File: src/rtl/muldiv_unit.sv
// Iterative RV32M multiply/divide unit: radix-2 shift-add MUL, restoring DIV.
// Optional macro FAST_MUL_EN: single-cycle multiplier for the MUL* ops.
module muldiv_unit #(
  parameter int XLEN = 32
) (
  input  logic            clk,
  input  logic            rst,
  input  logic            start,
  input  logic            flush,
  input  logic [2:0]      funct3,
  input  logic [4:0]      rd_i,
  input  logic [XLEN-1:0] rs1_val,
  input  logic [XLEN-1:0] rs2_val,
  output logic            busy,
  output logic            done,
  output logic [XLEN-1:0] result,
  output logic [4:0]      rd_o,
  output logic            rf_we
);

  typedef enum logic [1:0] {
    S_IDLE,
    S_CALC,
    S_FIN,
    S_DONE
  } state_t;

  state_t      state_q, state_d;
  logic [5:0]  cnt_q, cnt_d;
  logic [2:0]  op_q, op_d;
  logic [4:0]  rdl_q, rdl_d;
  logic [31:0] a_q, a_d;
  logic [31:0] b_q, b_d;
  logic [63:0] acc_q, acc_d;
  logic        an_q, an_d;
  logic        bn_q, bn_d;
  logic [31:0] result_q, result_d;
  logic [4:0]  rdo_q, rdo_d;

  logic        a_sgn, b_sgn;
  logic        a_neg, b_neg;
  logic [31:0] a_mag, b_mag;
  logic        launch;
  logic        fast_go;
  logic [31:0] fast_res;

  always_comb begin
    a_sgn = funct3[2] ? !funct3[0] : !(funct3[1] & funct3[0]);
    b_sgn = funct3[2] ? !funct3[0] : !funct3[1];
    a_neg = a_sgn & rs1_val[31];
    b_neg = b_sgn & rs2_val[31];
    a_mag = a_neg ? -rs1_val : rs1_val;
    b_mag = b_neg ? -rs2_val : rs2_val;
    launch = start && !flush;
  end

`ifdef FAST_MUL_EN
  logic signed [63:0] fa, fb, fp;

  always_comb begin
    fa = {{32{a_sgn & rs1_val[31]}}, rs1_val};
    fb = {{32{b_sgn & rs2_val[31]}}, rs2_val};
    fp = fa * fb;
    fast_go = !funct3[2];
    fast_res = (funct3[1:0] == 2'b00) ? fp[31:0] : fp[63:32];
  end
`else
  always_comb begin
    fast_go = 1'b0;
    fast_res = '0;
  end
`endif

  // One iteration of each algorithm on the shared accumulator
  logic [32:0] msum;
  logic [63:0] mul_step;
  logic [32:0] rsh, dsub;
  logic [63:0] div_step;

  always_comb begin
    msum = {1'b0, acc_q[63:32]}
         + (acc_q[0] ? {1'b0, a_q} : 33'd0);
    mul_step = {msum, acc_q[31:1]};
    rsh  = {acc_q[63:32], acc_q[31]};
    dsub = rsh - {1'b0, b_q};
    div_step = dsub[32]
             ? {rsh[31:0], acc_q[30:0], 1'b0}
             : {dsub[31:0], acc_q[30:0], 1'b1};
  end

  logic [63:0] prod;
  logic [31:0] qv, rv, a_orig;
  logic        b_zero;
  logic [31:0] fin_res;

  always_comb begin
    prod   = (an_q ^ bn_q) ? -acc_q : acc_q;
    qv     = (an_q ^ bn_q) ? -acc_q[31:0] : acc_q[31:0];
    rv     = an_q ? -acc_q[63:32] : acc_q[63:32];
    a_orig = an_q ? -a_q : a_q;
    b_zero = (b_q == 32'd0);
    unique case (1'b1)
      !op_q[2] && (op_q[1:0] == 2'b00): fin_res = prod[31:0];
      !op_q[2] && (op_q[1:0] != 2'b00): fin_res = prod[63:32];
      op_q[2] && !op_q[1]: fin_res = b_zero ? 32'hFFFF_FFFF : qv;
      default: fin_res = b_zero ? a_orig : rv;
    endcase
  end

  always_ff @(posedge clk) begin
    if (rst) begin
      state_q  <= S_IDLE;
      cnt_q    <= '0;
      op_q     <= '0;
      rdl_q    <= '0;
      a_q      <= '0;
      b_q      <= '0;
      acc_q    <= '0;
      an_q     <= 1'b0;
      bn_q     <= 1'b0;
      result_q <= '0;
      rdo_q    <= '0;
    end else begin
      state_q  <= state_d;
      cnt_q    <= cnt_d;
      op_q     <= op_d;
      rdl_q    <= rdl_d;
      a_q      <= a_d;
      b_q      <= b_d;
      acc_q    <= acc_d;
      an_q     <= an_d;
      bn_q     <= bn_d;
      result_q <= result_d;
      rdo_q    <= rdo_d;
    end
  end

  always_comb begin
    state_d = state_q;
    unique case (state_q)
      S_IDLE: if (launch) state_d = fast_go ? S_DONE : S_CALC;
      S_CALC: if (cnt_q[5]) state_d = S_FIN;
      S_FIN:  state_d = S_DONE;
      S_DONE: state_d = S_IDLE;
      default: state_d = S_IDLE;
    endcase
    if (flush) state_d = S_IDLE;
  end

  always_comb begin
    cnt_d    = cnt_q;
    op_d     = op_q;
    rdl_d    = rdl_q;
    a_d      = a_q;
    b_d      = b_q;
    acc_d    = acc_q;
    an_d     = an_q;
    bn_d     = bn_q;
    result_d = result_q;
    rdo_d    = rdo_q;
    unique case (state_q)
      S_IDLE: begin
        if (launch) begin
          op_d  = funct3;
          rdl_d = rd_i;
          a_d   = a_mag;
          b_d   = b_mag;
          an_d  = a_neg;
          bn_d  = b_neg;
          acc_d = {32'd0, funct3[2] ? a_mag : b_mag};
          cnt_d = '0;
          if (fast_go) begin
            result_d = fast_res;
            rdo_d    = rd_i;
          end
        end
      end
      S_CALC: begin
        // cnt_q[5] marks the drain cycle after the 32nd step
        if (!cnt_q[5]) begin
          acc_d = op_q[2] ? div_step : mul_step;
          cnt_d = cnt_q + 6'd1;
        end
      end
      S_FIN: begin
        if (!flush) begin
          result_d = fin_res;
          rdo_d    = rdl_q;
        end
      end
      S_DONE: cnt_d = '0;
      default: ;
    endcase
  end

  always_comb begin
    busy   = (state_q != S_IDLE);
    done   = (state_q == S_DONE);
    rf_we  = done && (rdo_q != 5'd0);
    result = result_q;
    rd_o   = rdo_q;
  end

endmodule

File: config.mk
export PLATFORM = sky130hd
export DESIGN_NAME = muldiv_unit
export DESIGN_NICKNAME = d
export VERILOG_FILES = /design/src/rtl/muldiv_unit.sv
export SDC_FILE = /design/constraint.sdc
export NUM_CORES = 1
export LEC_CHECK = 0
export ABC_AREA = 1
export CAP_MARGIN = 10
export CORE_MARGIN = 2
export CORE_UTILIZATION = 25
export DETAILED_ROUTE_END_ITERATION = 12
export DONT_BUFFER_PORTS = 1
export RECOVER_POWER = 25
export SYNTH_ARGS = -nofsm -noshare
export SYNTH_HDL_FRONTEND = slang
export SYNTH_SLANG_ARGS = --single-unit
File: constraint.sdc
create_clock -name clk -period 4.4 [get_ports clk]
set_clock_uncertainty 0.05 [all_clocks]
set_input_delay 1.1 -clock clk [delete_from_list [all_inputs] [get_ports clk]]
set_output_delay 1.1 -clock clk [all_outputs]
set_load 0.03 [all_outputs]
==> results of run 1 <==
==> placed cells by master (no fill, tap or decap), drive strengths merged, types with 3 or more instances in the layout <==
| cell type | count |
|---|---|
| nand2 | 1029 |
| inv | 570 |
| nand3 | 438 |
| nor2 | 390 |
| a21oi | 281 |
| o21ai | 261 |
| dfxtp | 183 |
| ha | 74 |
| xor2 | 61 |
| nand4 | 51 |
| o211ai | 46 |
| nor3 | 43 |
| buf | 38 |
| clkbuf | 23 |
| xnor2 | 15 |
| or2 | 14 |
| a31oi | 12 |
| o21bai | 12 |
| nand3b | 7 |
| clkinv | 5 |
| a21o | 4 |
| a21boi | 4 |
| and3 | 3 |
| and2 | 3 |
==> sequential cells by signal, summed over array words and instances (netlist names) <==
name	cells
b_q	32
state_q	2
an_q	1
op_q	3
result	32
rd_o	5
cnt_q	6
rdl_q	5
acc_q	64
bn_q	1
a_q	32
==> report_power, final <==
group | leakage [nW] | internal [mW] | total [mW] | switching [mW]
Clock | 0.288 | 0.871 | 1.65 | 0.776
Sequential | 1.50 | 1.76 | 1.95 | 0.190
Combinational | 9.05 | 0.605 | 2.18 | 1.58
Total | 10.8 | 3.24 | 5.78 | 2.55
==> metal layers <==
| layer | up-vias | share of wire (%) | GRT usage (%) |
|---|---|---|---|
| met5 | - | 0.017 | 0 |
| met4 | 2 | 6.8 | 14.3 |
| met3 | 244 | 8.7 | 4.13 |
| met2 | 1220 | 43 | 35.1 |
| met1 | 10900 | 41 | 29.0 |
| li1 | 11600 | - | - |
==> layout make-up <==
class	count	area [sq um]	area share, %
well taps	1050	1310	6.11
flip-flops and latches	183	3670	17.0
clock buffers	19	453	2.10
multi-input cells	2764	13500	62.7
clock inverters	11	138	0.640
inverters	567	2130	9.90
repair buffers	42	328	1.52
==> kinds of logic after synthesis <==
kind of cell / Yosys count
xor+xnor: 76
compound gates: 629
buf+inv: 700
simple gates: 1983
flops: 183
fa+ha+maj: 76
==> per-stage QoR <==
| stage | util (%) | power, mW |
|---|---|---|
| after CTS | 27.4 | 5.75 |
| after detailed placement | 26.6 | 4.10 |
| after global routing | 27.3 | 6.06 |
| after floorplan | - | 3.37 |
| final | 27.3 | 5.78 |
| after global placement | 26.6 | 4.10 |
==> Yosys cell counts, types with 11 or more instances <==
| library cell | n | area [sq um] |
|---|---|---|
| a21oi_1 | 271 | 1360 |
| nor2_2 | 12 | 75.1 |
| inv_1 | 551 | 2070 |
| buf_1 | 14 | 52.6 |
| nor3_1 | 41 | 205 |
| nand2_1 | 1013 | 3800 |
| dfxtp_1 | 183 | 3660 |
| nor2_1 | 375 | 1410 |
| inv_2 | 13 | 48.8 |
| o211ai_1 | 46 | 345 |
| buf_2 | 22 | 110 |
| nand3_1 | 434 | 2170 |
| o21bai_1 | 12 | 90.1 |
| or2_2 | 14 | 87.6 |
| xnor2_1 | 15 | 131 |
| o21ai_0 | 245 | 1230 |
| ha_1 | 74 | 926 |
| nand2_2 | 12 | 75.1 |
| a31oi_1 | 12 | 75.1 |
| xor2_1 | 61 | 534 |
| nand4_1 | 51 | 319 |
| clkbuf_1 | 87 | 327 |
| o21ai_1 | 11 | 55.1 |
==> how the worst max path moves through the flow <==
stage | from | to | cells past startpoint
3_5_place_dp | rs2_val[0] | acc_q[16]$_SDFFE_PP0P_ | 10
5_1_grt | state_q[0]$_SDFFE_PP0P_ | result[20]$_SDFFE_PP0P_ | 7
6_report | state_q[0]$_SDFFE_PP0P_ | result[3]$_SDFFE_PP0P_ | 8
2_1_floorplan | rs2_val[0] | b_q[16]$_SDFFE_PP0P_ | 10
3_3_place_gp | rs2_val[0] | acc_q[16]$_SDFFE_PP0P_ | 10
4_1_cts | acc_q[31]$_SDFFE_PP0P_ | acc_q[60]$_SDFFE_PP0P_ | 18
==> tightest hold or removal path: stages (launching register included) <==
cell and delay, ns:
dfxtp_1 0.30, inv_1 0.06, a21oi_1 0.05
==> run summary, run 1 <==
Dpl ws = 1.23 ns
Syn-to-layout area delta = 8.45%
Req. time, crit path = 4.75 ns
Top delay family on crit path = buffers and inverters
Num rows = 103
Synthesized-area fraction occupied by adder cells = 4.87%
Synth cell types = 53
R2R cell count = 8
Hold_sp = rdl_q[3]$_SDFFE_PP0P_
Post-Route WL = 94400 um
Fin area = 0.0215 sq mm
Fill cells = 9042
Proportion of synthesized area in mux cells = 0%
Synth Cell Area = 0.0198 sq mm
Largest net degree at the start of global routing = 95
Via/cell ratio = 5.17
WHS Path Cells = 2
Routability cong. = 1.03
Synth Area per Inst = 5.44 sq um
Slowest CP cell = clkbuf_1
CTS Hold Bufs = 0
Placed cell count = 4606
Dpl hpwl = 76200 um
Period utilization = 79.8%
Die Width = 286 um
Max-cap violations = 3
Post-synth EDFFs = 0
Largest stage delay on the critical path = 1.70 ns
Fraction of registers with async set/reset = 0%
Largest family of logic cells by synthesized area = simple AND/OR/NAND/NOR gates
Total number of vias = 24000
Hold Crit Class = register to register
Initial antenna violation count = 1
Register bit total from synthesis = 183
Crit Path Class = register to register
TritonRoute pass-1 iters = 8
CTS root buffer = clkbuf_16
Status = finished, violations left
Hold Fails Final Rpt = 0
Worst slew pin tran = 2.36 ns
Inserted Clock Buffers = 17
Ys flop type = dfxtp_1
Syn_nets = 3799
Simple-Gate Fraction of Synth Area = 42.5%
CP bufs+invs = 4
Setup bufs post-CTS = 0
Complex-gate fraction of the synthesized area = 17.2%
Vias in the first global route = 21700
Htree depth = 4
DRT antenna net count = 0
Cts repair resizes = 0
Tmin final = 3.51 ns
CP Launch Type = register
Clock Latency Late Sink = 0.51 ns
RSZ-0062 raised after global routing = false
Bufs on Longest Clock Path = 2
Starting Density = 25.2%
Core ar. = 0.0787 sq mm
Static Leak = 10.8 nW
Seq/Total Area, Yosys = 18.5%
Peak VDD IR = 0.258 mV
Synthesized netlist cell count = 3647
Slew Viols, Final = 201
Die height = 286 um
Layout cells sized above 1 = 4.38%
Fin nets = 3727
Die area = 0.0816 sq mm
CTS sink count = 183
Synth warn = 0
Hold Path End = rdl_q[3]$_SDFFE_PP0P_
FF-to-FF End = result[3]$_SDFFE_PP0P_
PD cells = 269 mW/mm^2
I/O Buffers = 0
Arr. time, crit path = 3.86 ns
DRC = 0
Fmax = 0.285 GHz
Wirelength per Cell = 20.4 um
CP Max Fanout = 51
First-pass GRT wire length = 139000 um
Area after DPL = 0.0209 sq mm
CTS tree = yes
Global-route usage over all layers = 22.7%
Slew headroom = -57.5%
Crit. End Element = register
Setup TNS = 0 ns
Xor and xnor area share after synthesis = 3.35%
CTS clock-pin slew for the worst setup and hold paths = 0.07 ns
# IOs = 116
Ant. Diodes = 0
Final instance count without filler cells = 4636
GRT overflow = 0
Reg2Reg Launch Point = state_q[0]$_SDFFE_PP0P_
R2R Setup Slk = 0.89 ns
Most frequent CP cell = inv_1
Setup violators final = 0
CP cell instances = inv_1 -> ha_1 -> inv_1 -> nor2_4 -> clkbuf_1 -> nand4_1 -> nand2_1 -> inv_1
Worst setup margin = 0.890 ns
Drt first-iter violations = 2817
Failing checks = capacitance limit, slew limit
WHS = 0.406 ns
Power figures use the tool's default switching activity.
==> run 2, diff against run 1 <==
==> constraint.sdc (replaced) <==
create_clock -name clk -period 3.2 [get_ports clk]
set_clock_uncertainty 0.05 [all_clocks]
set_input_delay 0.8 -clock clk [delete_from_list [all_inputs] [get_ports clk]]
set_output_delay 0.8 -clock clk [all_outputs]
set_load 0.03 [all_outputs]
==> run 2 against run 1 <==
The run still ends with capacitance limit, slew limit left. Flip-flop and latch count stayed put. Global-route usage hardly changed. Total power is 42% higher. Largest cell class unchanged. Clock-buffer cell count is 2 lower. Largest power group unchanged. Clock power is 52% higher. Critical path type unchanged. Final cell count is 1.0% higher. Worst setup slack worse by 0.59 ns.
==> run summary, run 2 (synthesis results as in run 1) <==
Fin nets = 3772 (+1.2%)
Final instance count without filler cells = 4684 (+1.0%)
Wirelength per Cell = 20.2 um (-0.63%)
Inserted Clock Buffers = 17 (unchanged)
Max-cap violations = 1 (-2)
First-pass GRT wire length = 139000 um (+0.34%)
Clock Latency Late Sink = 0.50 ns (about the same)
Commonest non-fill, non-tap cells in the layout = 1013 x nand2_1, 549 x inv_1, 434 x nand3_1, 373 x nor2_1, 271 x a21oi_1
CTS clock-pin slew for the worst setup and hold paths = 0.09 ns (+0.02 ns)
Dpl hpwl = 77300 um (+1.4%)
FF+latch area = 0.00367 sq mm (unchanged)
CTS sink count = 183 (unchanged)
Status = finished, violations left
Dpl ws = 0.284 ns (-0.943 ns)
Tmin final = 2.90 ns (-0.606 ns)
Req. time, crit path = 3.53 ns (-1.22 ns)
Routability cong. = 1.06 (+3.0%)
DRC = 0 (unchanged)
Die height = 286 um (unchanged)
Most common cell after layout, fill and taps aside = nand2_1
RSZ-0062 raised after global routing = false
Crit. End Element = register
Arr. time, crit path = 3.23 ns (-0.63 ns)
CP Max Fanout = 13 (-75%)
Placed cell count = 4651 (+0.98%)
Global-route usage over all layers = 22.6% (-0.034 points)
Setup bufs post-CTS = 0 (unchanged)
GRT overflow = 0 (unchanged)
Setup TNS = 0 ns (unchanged)
Num rows = 103 (unchanged)
CP bufs+invs = 3 (-1)
Bufs on Longest Clock Path = 2 (unchanged)
Fmax = 0.344 GHz (+21%)
CTS tree = yes
Drt first-iter violations = 2519 (-11%)
Starting Density = 25.2% (unchanged)
Crit Path Class = register to register
Initial antenna violation count = 4 (+3)
Failing checks = capacitance limit, slew limit
Multi-input logic area = 0.0135 sq mm (about the same)
CTS root buffer = clkbuf_16
I/O Buffers = 0 (unchanged)
Vias in the first global route = 21600 (-0.36%)
Post-Route WL = 94800 um (+0.40%)
Slowest CP cell = fa_1
Hold Crit Class = input port to register
Area after DPL = 0.0213 sq mm (+1.7%)
Slew headroom = -1.51% (+56 points)
Period utilization = 90.7% (+11 points)
DRT antenna net count = 0 (unchanged)
TritonRoute pass-1 iters = 6 (-2)
Htree depth = 4 (unchanged)
CP cell instances = inv_1 -> ha_1 -> fa_1 -> inv_1 -> nand2_1 -> nand2_1 -> nand3_1 -> nand2_2 -> nand2_1 -> nand2_1 -> nand2_4 -> nand2_4 -> nand2_2 -> buf_4 -> nand3_1 -> nand3_1 -> nand3_1 -> a21oi_1
PD cells = 374 mW/mm^2 (+39%)
Via/cell ratio = 5.12 (-1.0%)
# IOs = 116 (unchanged)
Static Leak = 11.1 nW (+2.5%)
Layout cells sized above 1 = 5.67% (+1.3 points)
Fill cells = 8999 (-0.48%)
Setup violators final = 0 (unchanged)
Top delay family on crit path = simple AND/OR/NAND/NOR gates
Worst slew pin tran = 1.52 ns (-0.840 ns)
Worst setup margin = 0.297 ns (-0.594 ns)
Syn-to-layout area delta = 10.6%
Largest stage delay on the critical path = 0.41 ns (-1.29 ns)
Largest register FFs = 64 (unchanged)
CP Launch Type = register
Peak VDD IR = 0.326 mV (+26%)
Total number of vias = 24000 (+0.017%)
Die area = 0.0816 sq mm (unchanged)
Hold Fails Final Rpt = 0 (unchanged)
Slew Viols, Final = 75 (-63%)
Fin area = 0.0219 sq mm (+2.0%)
Largest net degree at the start of global routing = 87 (-8.4%)
Largest Register = acc_q
Core ar. = 0.0787 sq mm (unchanged)
Die Width = 286 um (unchanged)
-- run 2: changes by cell type in the layout (fill, tap and decap cells not counted), moves of 2 or more --
| cell | before | now |
|---|---|---|
| clkbuf_8 | 2 | 0 |
| inv_8 | 0 | 2 |
| bufinv_16 | 2 | 4 |
| clkbuf_1 | 2 | 0 |
| buf_4 | 36 | 82 |
-- run 2: layout make-up --
type | instances | area share, %
repair buffers | 87 | 3.13
well taps | 1050 | 5.99
clock buffers | 17 | 1.94
diodes | 1 | 0.0114
clock inverters | 15 | 1.04
flip-flops and latches | 183 | 16.7
multi-input cells | 2764 | 61.5
inverters | 567 | 9.71
-- run 2: stage by stage --
step           util (%)  total power, mW  hold WS, ns
2_1_floorplan         -             4.64        0.380
3_3_place_gp       27.0             5.64        0.388
3_5_place_dp       27.0             5.64        0.391
4_1_cts            27.9             8.13        0.306
5_1_grt            27.9             8.59        0.304
6_report           27.9             8.20        0.395
-- run 2: routing by layer --
layer	GRT usage (%)	part of all wire (%)	routed length [um]
met5	0	0.034	32
met4	13.5	6.6	6250
met3	4.02	8.4	7930
met2	35.1	43	40900
met1	29.3	42	39700
-- run 2: power breakdown --
group	leakage [nW]	internal, mW	switching [mW]	total [mW]
combinational	9.29	0.873	2.16	3.03
clock	0.320	1.34	1.17	2.51
sequential	1.50	2.42	0.237	2.66
total	11.1	4.64	3.56	8.20
-- run 2: repair_timing --
action                                  4_1_cts  5_1_grt
endpoints found under the setup margin        0        4
endpoints found under the hold margin         0        0
resized for setup                             0        1
hold buffers                                  0        0
-- run 2: worst paths after layout --
check,from,end,slack (ns),depth (start not counted)
setup / recovery,acc_q[31]$_SDFFE_PP0P_,acc_q[42]$_SDFFE_PP0P_,0.30,18
hold / removal,rst,acc_q[34]$_SDFFE_PP0P_,0.39,1
setup reg to reg,acc_q[31]$_SDFFE_PP0P_,acc_q[42]$_SDFFE_PP0P_,0.30,18
hold reg to reg,rdl_q[1]$_SDFFE_PP0P_,rdl_q[1]$_SDFFE_PP0P_,0.40,2
